File: src/rtl/int_dec.sv
// Cascaded integrator with decimation counter.
// ORDER integrator stages run on sign-extended input samples. One result is emitted every
// DECIM enabled samples. Arithmetic either wraps or clamps to the W-bit signed range.
// Accumulators either run freely (CIC-style) or are dumped to zero at each output.
module int_dec #(
  parameter int unsigned I_WIDTH = 8,
  parameter int unsigned EXTEND  = 4,
  parameter int unsigned ORDER   = 1,
  parameter int unsigned DECIM   = 4,
  parameter bit          DUMP    = 1'b0,
  parameter bit          SAT     = 1'b0
) (
  input  logic                         i_clk,
  input  logic                         i_rst,
  input  logic                         i_en,
  input  logic                         i_clr,
  input  logic [I_WIDTH-1:0]           i_x,
  output logic [I_WIDTH+EXTEND-1:0]    o_y,
  output logic                         o_valid,
  output logic                         o_ovf
);

  localparam int unsigned W  = I_WIDTH + EXTEND;
  localparam int unsigned CW = (DECIM > 1) ? $clog2(DECIM) : 1;

  localparam logic [W-1:0]  MaxVal  = {1'b0, {(W-1){1'b1}}};
  localparam logic [W-1:0]  MinVal  = {1'b1, {(W-1){1'b0}}};
  localparam logic [CW-1:0] CntLast = CW'(DECIM - 1);

  // State
  logic [W-1:0]  acc_q [ORDER];
  logic [W-1:0]  acc_d [ORDER];
  logic [CW-1:0] cnt_q, cnt_d;
  logic [W-1:0]  y_q, y_d;
  logic          valid_q, valid_d;
  logic          ovf_q, ovf_d;

  // Datapath
  logic [W-1:0]     x_ext;
  logic [W-1:0]     src [ORDER];
  logic [W:0]       sum [ORDER];
  logic [W-1:0]     res [ORDER];
  logic [ORDER-1:0] stage_ovf;
  logic             any_ovf;
  logic             last;

  assign x_ext   = {{EXTEND{i_x[I_WIDTH-1]}}, i_x};
  assign any_ovf = |stage_ovf;
  assign last    = (cnt_q == CntLast);

  // Stage operand selection: stage 0 takes the input, stage k takes stage k-1's pre-edge value.
  always_comb begin
    src[0] = x_ext;
    for (int unsigned k = 1; k < ORDER; k++) begin
      src[k] = acc_q[k-1];
    end
  end

  // Per-stage W+1 bit sum, overflow detect, and wrap/clamp.
  always_comb begin
    for (int unsigned k = 0; k < ORDER; k++) begin
      sum[k]       = {acc_q[k][W-1], acc_q[k]} + {src[k][W-1], src[k]};
      // Overflow when the two top bits of the wide sum disagree.
      stage_ovf[k] = sum[k][W] ^ sum[k][W-1];
      if (SAT && stage_ovf[k]) begin
        res[k] = sum[k][W] ? MinVal : MaxVal;
      end else begin
        res[k] = sum[k][W-1:0];
      end
    end
  end

  // Next-state: clear has priority, otherwise advance only on enabled samples.
  always_comb begin
    for (int unsigned k = 0; k < ORDER; k++) begin
      acc_d[k] = acc_q[k];
    end
    cnt_d   = cnt_q;
    y_d     = y_q;
    valid_d = 1'b0;
    ovf_d   = ovf_q;

    if (i_clr) begin
      for (int unsigned k = 0; k < ORDER; k++) begin
        acc_d[k] = '0;
      end
      cnt_d = '0;
      ovf_d = 1'b0;
    end else if (i_en) begin
      for (int unsigned k = 0; k < ORDER; k++) begin
        acc_d[k] = res[k];
      end
      ovf_d = ovf_q | any_ovf;
      if (last) begin
        cnt_d   = '0;
        y_d     = res[ORDER-1];
        valid_d = 1'b1;
        // Dump mode: the emitted value includes this sample, the next window starts at zero.
        if (DUMP) begin
          for (int unsigned k = 0; k < ORDER; k++) begin
            acc_d[k] = '0;
          end
        end
      end else begin
        cnt_d = cnt_q + CW'(1);
      end
    end
  end

  // State registers with asynchronous active-high reset.
  always_ff @(posedge i_clk or posedge i_rst) begin
    if (i_rst) begin
      for (int unsigned k = 0; k < ORDER; k++) begin
        acc_q[k] <= '0;
      end
      cnt_q   <= '0;
      y_q     <= '0;
      valid_q <= 1'b0;
      ovf_q   <= 1'b0;
    end else begin
      for (int unsigned k = 0; k < ORDER; k++) begin
        acc_q[k] <= acc_d[k];
      end
      cnt_q   <= cnt_d;
      y_q     <= y_d;
      valid_q <= valid_d;
      ovf_q   <= ovf_d;
    end
  end

  assign o_y     = y_q;
  assign o_valid = valid_q;
  assign o_ovf   = ovf_q;

endmodule

File: config.mk
export PLATFORM = sky130hd
export DESIGN_NAME = int_dec
export DESIGN_NICKNAME = d
export VERILOG_FILES = /design/src/rtl/int_dec.sv
export SDC_FILE = /design/constraint.sdc
export NUM_CORES = 1
export LEC_CHECK = 0
export CAP_MARGIN = 5
export CELL_PAD_IN_SITES_DETAIL_PLACEMENT = 1
export CELL_PAD_IN_SITES_GLOBAL_PLACEMENT = 1
export CORE_ASPECT_RATIO = 0.8
export CORE_MARGIN = 2
export CORE_UTILIZATION = 44
export DETAILED_ROUTE_END_ITERATION = 12
export GPL_TIMING_DRIVEN = 1
export PLACE_DENSITY_LB_ADDON = 0.1
export SETUP_SLACK_MARGIN = 0.4
export SLEW_MARGIN = 20
export SYNTH_ARGS = -nofsm -noshare
export SYNTH_HDL_FRONTEND = slang
export SYNTH_SLANG_ARGS = --single-unit
File: constraint.sdc
create_clock -name i_clk -period 4.7 [get_ports i_clk]
set_input_delay 0.47 -clock i_clk [delete_from_list [all_inputs] [get_ports i_clk]]
set_output_delay 0.47 -clock i_clk [all_outputs]
set_load 0.02 [all_outputs]
# After elaboration in Yosys (flattened, before gate mapping)
# Cells that the tools add are included.
[totals]
register_bits = 28
latchBits = 0
ramBits = 0
rom_bits = 0
output_inout_bits = 14
wordCells = 23
mem_count = 0
[op_classes]
n_addsub = 2
mul = 0
div_mod_pow = 0
order_cmp = 0
n_eq_ne = 1
n_shift = 0
muxes = 10
bitwise = 3
reduce_logical = 2
[ops]
columns = ["operator", "n"]
rows = [
  ["$mux W12", 2],
  ["$add A12 B8 Y13", 1],
  ["$mux W2", 3],
  ["$mux W1", 5],
  ["$reduce_and A3 Y1", 1],
  ["$add A2 B1 Y2 const B", 1],
  ["$eq A2 B2 Y1 const B", 1],
  ["$reduce_bool A2 Y1", 1],
  ["$not A1 Y1", 1],
  ["$or A1 B1 Y1", 1],
  ["$xor A1 B1 Y1", 1],
]

# Longest topological paths before layout
[depth]
word_depth = 5
mapped_depth = 9
mapped_depth_nobuf = 9

# Worst setup path after synthesis
# Ideal clock, no wire load.
[synth_timing]
kind = "input-to-reg"
start = "input i_x[0]"
end = "register acc_q[8] (netlist name)"
setup_ns = 0.069
arrival_time_ns = 2.056
required_time_ns = 4.631
setup_slack_ns = 2.575
path_stages = 9
path_buffers = 0
cell_sequence = "ha_1 -> inv_1 -> fa_1 -> nor2b_4 -> o31a_1 -> o21a_2 -> o21bai_2 -> a2111oi_2 -> nand3b_1"
[synth_between]
elab_chain_cells = 3
[synth_rtl]
columns = ["item", "line", "text"]
rows = [
  ["start, declared", "17", "input logic [I_WIDTH-1:0] i_x,"],
  ["$add A12 B8 Y13", "62", "sum[k] = {acc_q[k][W-1], acc_q[k]} + {src[k][W-1], src[k]};"],
  ["$mux W12", "89", "end else if (i_en) begin"],
  ["$mux W12", "83", "if (i_clr) begin"],
  ["end signal, assigned by index", "122", "acc_q[k] <= acc_d[k];"],
  ["end, declared", "31", "logic [W-1:0] acc_q [ORDER];"],
]
# No other way between the ends. The select of a mux whose other input is x is not followed.
# A chain may end at the register's enable or synchronous reset.

# Worst setup path in the final report
[layout_timing]
start = "input i_clr"
end = "register y_q[5] (netlist: o_y[5])"
[layout_between]
elab_chain_cells = 2
[layout_rtl]
columns = ["item", "line", "text"]
rows = [
  ["start, declared", "16", "input logic i_clr,"],
  ["$not A1 Y1 (no source line)", "n/a", ""],
  ["$reduce_and A3 Y1 (no source line)", "n/a", ""],
  ["end signal, assigned", "125", "y_q <= y_d;"],
  ["end, declared", "34", "logic [W-1:0] y_q, y_d;"],
]
# No other way between the ends.

==> summary.txt <==
Timing
  – Headroom to the max-slew limit: 0.494
  – Min Tclk post-route: 2.66 ns
  – Max Slew Vio Count: 0
  – Final period util: 0.566
  – Final worst slack: 2.04 ns
  – Final Skew: 0.00434 ns
  – Setup TNS: 0 ns
  – Fmax achieved: 0.376 GHz
  – Slew @ Worst Pin: 0.757 ns
  – RSZ-0062 raised after global routing: false
  – Final setup violation count: 0
  – Final Hold Fails: 0

Clock tree
  – CTS tree: built
  – Clk Latency, worst-skew pair: 0.28 ns
  – Worst-path clk slew: 0.10 ns
  – H-Tree Depth: 1
  – CTS Buffer Depth: 2
  – Root buffer cell: clkbuf_8
  – Post-CTS Hold Buffers: 0
  – Number of buffers created by CTS: 3
  – Setup repair bufs after CTS: 0
  – Total clock sinks: 28
  – Post_cts resized: 0

Worst setup path
  – Register-to-Register Path Depth: 9
  – CP endpoint kind: flop
  – Slowest cell on the critical path: clkdlybuf4s50_1
  – Slowest Stage Delay on Critical Path: 0.88 ns
  – Worst-path cell chain: clkdlybuf4s50_1 -> inv_1 -> nand3_1 -> clkinv_1 -> mux2_2
  – Kind of critical path: in -> reg
  – Reg-to-reg startpoint: acc_q[0]
  – WP buf/inv: 3
  – Family with the most delay on the worst path: buffers and inverters
  – CP max FO: 16
  – Worst path arrival time: 2.84 ns
  – R2R Setup Slk: 2.41 ns
  – R2r endpoint: acc_q[8]
  – CP Launch Type: input port
  – WP data required: 4.88 ns

Hold path
  – Hold EP: o_y[10]
  – Hold Crit Start: o_y[10]
  – Worst Hold Class: reg -> reg
  – Hold depth: 2

Pwr
  – Lkg Pwr: 0.922 nW
  – Peak supply drop: 0.210 mV
  – Tot Pwr: 0.778 mW
  – Total power per unit cell area: 384 nW/um^2

Yosys
  – Top cell type's share of synthesized area: 0.420
  – Cells after Synth: 177
  – Mapped Avg Cell Area: 9.43 um^2
  – Syn nets: 203
  – Leading area contributor after synthesis: dfrtp_1
  – YS warnings: 0
  – Prevailing post-synth register cell: dfrtp_1
  – Mapped Area: 1670 um^2
  – Ranking of synthesized cells by area: dfrtp_1 (42%), ha_1 (9.7%), nand2_1 (5.8%)
  – Ys async rst share: 1.00
  – Cell variety after synth: 38
  – Post-synthesis sequential area ratio: 0.420
  – Synth Register Bits: 28
  – Post-synth EDFFs: 0

Floorplan
  – Starting Density: 0.471
  – Die Width: 72.9 um
  – Core box area: 3540 um^2
  – Die area: 4310 um^2
  – Die Span Y: 59.1 um
  – I/O pins: 26
  – # rows: 19

Drt
  – Post-route ant nets: 0
  – Vias/cell: 5.81
  – Vias: 1,417
  – DRT Pass-1 Iters: 4
  – Post-Route WL: 4340 um
  – DRC viols: 0
  – 1st-iter DRT viols: 40
  – Wire length per cell: 17.8 um

Layout
  – Final layout net count: 229
  – Layout cells sized above 1: 0.0891
  – ANT cells: 0
  – Fin cells: 244
  – P&R area growth vs syn: 21.4%

GRT
  – Gr ovfl total: 0
  – Vias in the first global route: 1,501
  – GR peak layer: met2
  – Total GRT Usage: 0.223
  – Initial antenna violation count: 0
  – First-pass GRT wire length: 7310 um
  – Met1 GRT Util: 0.317
  – M3 GR Usage: 0.0408
  – Global Route met2 Usage: 0.368
  – Largest net degree at the start of global routing: 29

Placement
  – Number of I/O port buffers: 25
  – RePlAce Congestion: 0.831
  – DP HPWL: 3380 um
  – Placement Setup Slack: 1.80 ns
  – Placed cells: 240

Outcome
  – Status: completed

Flow run
  – Max Cap Viol: 0
-- per-stage QoR --
stage | hold slack, ns | util | cell area, um^2
after CTS | 0.507 | 0.572 | 2030
after global placement | 0.470 | 0.552 | 1960
after detailed placement | 0.481 | 0.552 | 1960
after floorplan | 0.460 | - | 1670
after global routing | 0.544 | 0.572 | 2030
final | 0.497 | 0.572 | 2030
-- kinds of logic after synthesis --
group	Yosys count	synth area share
xor gates and xnor gates	5	0.0262
buffers and inverters	13	0.0300
DFF	28	0.420
AOI/OAI and AO/OA	48	0.196
muxes	9	0.0562
and+or+nand+nor	60	0.163
adders and majority gates	14	0.109
-- per-layer routing --
| layer | part of all wire | vias to the layer above | wire, um |
|---|---|---|---|
| met2 | 0.46 | 18 | 1980 |
| met3 | 0.026 | 3 | 113 |
| met1 | 0.51 | 718 | 2220 |
| met5 | 0 | - | 0 |
| met4 | 0.0048 | 0 | 21 |
| li1 | - | 678 | - |
-- worst max path at each step --
stage | start | to | slack (ns) | cells after the start
after global placement | i_clr | o_y[2] | 1.89 | 5
after floorplan | i_x[0] | acc_q[8] | 2.57 | 9
after detailed placement | i_x[0] | acc_q[8] | 1.80 | 10
after CTS | i_x[0] | acc_q[8] | 2.08 | 10
final | i_clr | o_y[5] | 2.04 | 5
after global routing | i_clr | o_y[2] | 1.89 | 5
-- tightest hold or removal path: stages, from the launching register on --
cell     delay (ns)
dfrtp_1        0.36
nand2_1        0.05
o21ai_0        0.06
-- registers in the layout, summed over array words and instances (netlist names) --
name,flops
o_valid,1
o_ovf,1
cnt_q,2
acc_q,12
o_y,12
-- synthesized netlist by cell type, types with 4 or more instances --
| master | instances |
|---|---|
| xnor2_1 | 5 |
| a21oi_1 | 10 |
| nand3_1 | 6 |
| mux2i_1 | 6 |
| a21oi_2 | 4 |
| nand2_1 | 26 |
| dfrtp_1 | 28 |
| ha_1 | 13 |
| nor2_1 | 18 |
| inv_1 | 8 |
| o21ai_1 | 8 |
| o21ai_0 | 5 |
-- area by class of cell --
class,count,area [um^2]
repair buffers,25,250
flip-flops and latches,28,701
multi-input cells,136,918
clock buffers,3,41.3
well taps,42,52.6
fillers,401,1520
clock inverters,1,30.0
inverters,9,33.8
-- power breakdown --
group / switching (mW) / internal [mW] / total [mW]
registers: 0.0232 / 0.278 / 0.301
clock network: 0.0814 / 0.114 / 0.196
logic: 0.157 / 0.124 / 0.281
total: 0.262 / 0.516 / 0.778
-- layout by cell type, fill, tap and decap left out, drive strengths merged, types with 3 or more instances in the layout --
| master | Yosys | routed |
|---|---|---|
| o21a | 4 | 4 |
| o211ai | 3 | 3 |
| clkbuf | 3 | 3 |
| mux2 | 3 | 3 |
| dfrtp | 28 | 28 |
| ha | 13 | 13 |
| a211oi | 4 | 4 |
| mux2i | 6 | 6 |
| inv | 8 | 8 |
| nand3 | 6 | 6 |
| nor2 | 18 | 18 |
| xnor2 | 5 | 5 |
| a21oi | 14 | 14 |
| nand2 | 26 | 26 |
| clkdlybuf4s50 | 0 | 25 |
| o21ai | 13 | 13 |
Note: power is estimated with default switching activity, not from simulation.
